===== src/rtl/digit_entry_ctrl.sv =====
// Button/switch front-end for the 8-digit display block: synchronizes raw inputs,
// debounces the buttons and turns each press into single-cycle write commands.
module digit_entry_ctrl #(
    parameter int DEBOUNCE_CYCLES = 1_000_000,
    parameter int N_DIGITS        = 8,
    parameter int SEL_W           = 3
) (
    input  logic             clk,
    input  logic             reset,
    input  logic             btn_wr,
    input  logic             btn_clr,
    input  logic [3:0]       sw_num,
    input  logic [SEL_W-1:0] sw_sel,
    input  logic             auto_inc,
    output logic             write,
    output logic [SEL_W-1:0] sel,
    output logic [3:0]       num,
    output logic [SEL_W-1:0] ptr,
    output logic             busy
);
    localparam int               CNT_W    = (DEBOUNCE_CYCLES > 1) ? $clog2(DEBOUNCE_CYCLES) : 1;
    localparam logic [CNT_W-1:0] CNT_LAST = CNT_W'(DEBOUNCE_CYCLES - 1);
    localparam logic [SEL_W-1:0] SEL_LAST = SEL_W'(N_DIGITS - 1);

    typedef enum logic [1:0] {IDLE, WRITE, CLEAR, HOLD} state_t;

    // Button vectors: bit 0 is the write button, bit 1 the clear button.
    logic [1:0]       btn_s1_q, btn_s2_q;
    logic [3:0]       num_s1_q, num_s2_q;
    logic [SEL_W-1:0] sel_s1_q, sel_s2_q;
    logic             auto_s1_q, auto_s2_q;
    logic [1:0]       deb_q, deb_d, deb_d1_q, rise;
    logic [CNT_W-1:0] cnt_q [2];
    logic [CNT_W-1:0] cnt_d [2];

    state_t           state_q, state_d;
    logic [SEL_W-1:0] clr_idx_q, clr_idx_d;
    logic [SEL_W-1:0] ptr_q, ptr_d;
    logic             write_q, write_d;
    logic [SEL_W-1:0] sel_q, sel_d;
    logic [3:0]       num_q, num_d;
    logic             busy_q, busy_d;

    always_comb begin
        for (int i = 0; i < 2; i++) begin
            deb_d[i] = deb_q[i];
            cnt_d[i] = '0;
            if (btn_s2_q[i] != deb_q[i]) begin
                if (cnt_q[i] == CNT_LAST) begin
                    deb_d[i] = btn_s2_q[i];
                end else begin
                    cnt_d[i] = cnt_q[i] + 1'b1;
                end
            end
        end
    end

    assign rise = deb_q & ~deb_d1_q;

    always_ff @(posedge clk or posedge reset) begin
        if (reset) begin
            btn_s1_q  <= '0;
            btn_s2_q  <= '0;
            num_s1_q  <= '0;
            num_s2_q  <= '0;
            sel_s1_q  <= '0;
            sel_s2_q  <= '0;
            auto_s1_q <= 1'b0;
            auto_s2_q <= 1'b0;
            deb_q     <= '0;
            deb_d1_q  <= '0;
            cnt_q[0]  <= '0;
            cnt_q[1]  <= '0;
        end else begin
            btn_s1_q  <= {btn_clr, btn_wr};
            btn_s2_q  <= btn_s1_q;
            num_s1_q  <= sw_num;
            num_s2_q  <= num_s1_q;
            sel_s1_q  <= sw_sel;
            sel_s2_q  <= sel_s1_q;
            auto_s1_q <= auto_inc;
            auto_s2_q <= auto_s1_q;
            deb_q     <= deb_d;
            deb_d1_q  <= deb_q;
            cnt_q[0]  <= cnt_d[0];
            cnt_q[1]  <= cnt_d[1];
        end
    end

    always_comb begin
        state_d   = state_q;
        clr_idx_d = clr_idx_q;
        ptr_d     = ptr_q;
        write_d   = 1'b0;
        sel_d     = '0;
        num_d     = '0;
        case (state_q)
            IDLE: begin
                // Clear wins when both buttons rise together.
                if (rise[1]) begin
                    state_d   = CLEAR;
                    clr_idx_d = '0;
                end else if (rise[0]) begin
                    state_d = WRITE;
                end
            end
            WRITE: begin
                write_d = 1'b1;
                num_d   = num_s2_q;
                if (auto_s2_q) begin
                    sel_d = ptr_q;
                    ptr_d = (ptr_q == SEL_LAST) ? '0 : ptr_q + 1'b1;
                end else begin
                    sel_d = sel_s2_q;
                end
                state_d = HOLD;
            end
            CLEAR: begin
                write_d   = 1'b1;
                sel_d     = clr_idx_q;
                clr_idx_d = clr_idx_q + 1'b1;
                if (clr_idx_q == SEL_LAST) begin
                    ptr_d     = '0;
                    clr_idx_d = '0;
                    state_d   = HOLD;
                end
            end
            HOLD: begin
                // Stay here until both buttons are released so a held key cannot repeat.
                if (deb_q == 2'b00) begin
                    state_d = IDLE;
                end
            end
            default: state_d = IDLE;
        endcase
        busy_d = (state_d != IDLE);
    end

    always_ff @(posedge clk or posedge reset) begin
        if (reset) begin
            state_q   <= IDLE;
            clr_idx_q <= '0;
            ptr_q     <= '0;
            write_q   <= 1'b0;
            sel_q     <= '0;
            num_q     <= '0;
            busy_q    <= 1'b0;
        end else begin
            state_q   <= state_d;
            clr_idx_q <= clr_idx_d;
            ptr_q     <= ptr_d;
            write_q   <= write_d;
            sel_q     <= sel_d;
            num_q     <= num_d;
            busy_q    <= busy_d;
        end
    end

    assign write = write_q;
    assign sel   = sel_q;
    assign num   = num_q;
    assign ptr   = ptr_q;
    assign busy  = busy_q;
endmodule


===== config.mk =====
export PLATFORM = sky130hd
export DESIGN_NAME = digit_entry_ctrl
export DESIGN_NICKNAME = d
export VERILOG_FILES = /design/src/rtl/digit_entry_ctrl.sv
export SDC_FILE = /design/constraint.sdc
export NUM_CORES = 1
export LEC_CHECK = 0
export CAP_MARGIN = 10
export CORE_ASPECT_RATIO = 0.5
export CORE_MARGIN = 1.5
export CORE_UTILIZATION = 40
export DETAILED_ROUTE_END_ITERATION = 10
export PLACE_DENSITY_LB_ADDON = 0.3
export SLEW_MARGIN = 0
export SYNTH_ARGS = -nofsm -noshare
export SYNTH_HDL_FRONTEND = slang
export SYNTH_SLANG_ARGS = --single-unit

===== constraint.sdc =====
create_clock -name clk -period 3.3 [get_ports clk]
set_input_delay 0.495 -clock clk [delete_from_list [all_inputs] [get_ports clk]]
set_output_delay 0.495 -clock clk [all_outputs]
set_load 0.1 [all_outputs]

==> results.yml <==
run_status:
  status: "complete, no violations"
logic_synthesis:
  synthTopCellsByCount: "dfrtp_1, nor2_1, nand2_1"
  synth.most_common_cell: "dfrtp_1"
  synth_area_per_cell_um2: 10.98
  syn-cell-area_um2: 3523
  synthFlopType: "dfrtp_1"
  synth.distinct_cells: 43
  synth_area_leader_cell: "dfrtp_1"
  yosysWarnings: 0
  synth_edf_count: 0
  ys_seq_area_share_pct: 57.53
  ys_seq_elements: 81
  async_flop_share_pct: 100.0
  ys_top_cells_by_area: "dfrtp_1, ha_1, xor2_1"
  synth_top_area_share_pct: 57.53
  syn_nets: 344
  synthCells: 321
global_routing:
  antenna_found_initial: 0
  gr-total-overflow: 0
  grt_first_pass_wirelength_mm: 11.41
  grt_max_degree: 42
  grt_util_all_layers_pct: 15.45
  first_global_vias: 2468
clock_tree:
  cts_setup_buffers: 0
  ctsHoldBuffers: 0
  clock_path_buffers: 2
  cts_tree: "built"
  clk_pin_slew_worst_paths_ns: 0.06
  cts_root_buf: "clkbuf_16"
  cts_buffers: 9
  h-tree-depth: 3
  cts_sinks: 81
  insertion_delay_ns: 0.33
  ctsResizeCount: 0
worst_setup_path:
  worstSetupPathType: "flip-flop to primary output"
  r2r-start: "cnt_q[0]"
  cp_top_family: "buffers and inverters"
  critPathCaptureType: "primary output"
  start_kind: "flip-flop"
  path_max_fanout: 5
  crit_chain: "clkdlybuf4s50_1"
  startpoint: "ptr[2]"
  crit_slowest_cell: "clkdlybuf4s50_1"
  critPathBufInv: 1
  worstPathArrival_ns: 1.90
  max_stage_delay_ns: 1.16
  crit_required_ns: 2.80
sta:
  rsz0062_at_grt: "no"
  min_period_ns: 2.399
  fin_tns_setup_ns: 0
  timing.final.crit_share_pct: 72.69
  max_freq_ghz: 0.4169
  relSlewSlack_pct: 34.37
  finalHoldViolCount: 0
  finalSetupViolations: 0
  final_max_slew_viol_count: 0
  fin_skew_ns: 0.005439
  tightestPinTransition_ns: 0.9813
drt:
  final_antenna_net_count: 0
  wl_per_cell_um: 13.62
  drc: 0
  first_pass_iters: 4
  vias: 2398
  wirelength_mm: 6.318
  viasPerCell: 5.168
  dr.first_iter.drc_count: 156
run:
  cap_violations: 0
floorplanning:
  pin_count: 24
  fp.dieH_um: 69.37
  die-area_um2: 9415
  fp.dieW_um: 135.7
  initial_core_util_pct: 42.66
  core_area_um2: 8259
  rows: 23
cells_and_area:
  nets: 371
  drive_above_1_share_pct: 9.943
  stdcell_count: 464
  fillers: 712
  post-route-util_pct: 50.36
  syn2layout_area_growth_pct: 18.04
  num_antenna_cells: 0
power:
  p_total_mw: 2.065
  powerDensity_nw_per_um2: 496.6
  cellLeakagePower_nw: 1.786
  max-vdd-ir-drop_mv: 0.2416
hold_path:
  hp-start: "sel_s1_q[0]"
  hold_path_class: "flip-flop to flip-flop"
place:
  placed_cells: 449
  placement.io_buffers: 23
  gp_congestion: 0.8127
  place_hpwl_mm: 4.293
==> area by class of cell <==
type                            count  area [µm²]  share of cell area (%)
Clock buffer                       12       256.5                   6.167
Clock inverter                      3       40.04                  0.9627
Inverter                           14       52.55                   1.264
Multi-Input combinational cell    216        1393                   33.48
Sequential cell                    81        2027                   48.74
Tap cell                          112       140.1                   3.369
Timing Repair Buffer               26       250.2                   6.017
==> kinds of logic (layout without fill, tap and decap cells) <==
group,after synthesis,after routing,synth area share [%]
xor+xnor,22,22,5.469
flops,81,81,57.53
fa+ha+maj,11,11,3.906
mux,5,5,1.491
simple gates,123,123,18.89
buf+inv,24,55,2.947
compound gates,55,55,9.766
==> layer usage <==
metal	track usage, %	wire length [µm]	up-vias
met5	0	0	-
met4	4.659	56	0
met3	6.213	193	4
met2	24.53	3085	27
met1	19.39	2983	1189
li1	-	-	1178
==> sequential cells by signal, indices dropped and copies added (netlist names) <==
register	count
auto_s2_q	1
sel_s1_q	3
sel_s2_q	3
deb_q	2
deb_d1_q	2
state_q	2
cnt_q	40
auto_s1_q	1
ptr	3
num	4
btn_s1_q	2
write	1
num_s2_q	4
num_s1_q	4
clr_idx_q	3
sel	3
btn_s2_q	2
busy	1
==> power by group <==
part | switching (mW) | internal, mW | total, mW
clock | 0.364 | 0.620 | 0.984
sequential | 0.0125 | 1.01 | 1.02
combinational | 0.0349 | 0.0224 | 0.0573
total | 0.411 | 1.65 | 2.07
==> placed cells by master (no fill, tap or decap), types with 9 or more instances in the layout <==
cell type	Yosys	layout
and2_1	10	10
clkbuf_16	0	9
inv_1	14	13
or4_1	13	13
xnor2_1	9	9
nor2_1	27	27
a21oi_1	18	18
nand3_1	18	18
nand2_1	21	21
ha_1	11	11
dfrtp_1	81	81
xor2_1	13	13
clkdlybuf4s50_1	0	22
o21ai_0	18	18
==> final timing paths <==
path                               end  depth (start not counted)  slack [ns]
setup / recovery                ptr[2]                          1        0.90
hold / removal             sel_s2_q[0]                          0        0.35
setup reg to reg             cnt_q[18]                          5        1.10
hold reg to reg            sel_s2_q[0]                          0        0.35
max in group asynchronous    cnt_q[24]                          3        1.83
min in group asynchronous  btn_s2_q[1]                          2        0.65
==> through the flow <==
| stage | hold WS, ns | cell area [µm²] | setup WS (ns) |
|---|---|---|---|
| after CTS | 0.3484 | 4159 | 0.8833 |
| after detailed placement | 0.3362 | 3862 | 1.116 |
| after floorplan | 0.3312 | 3523 | 0.7249 |
| after global routing | 0.3561 | 4159 | 0.8397 |
| after global placement | 0.3334 | 3862 | 1.171 |
| final | 0.3467 | 4159 | 0.9013 |
(Power assumes the default switching activity.)
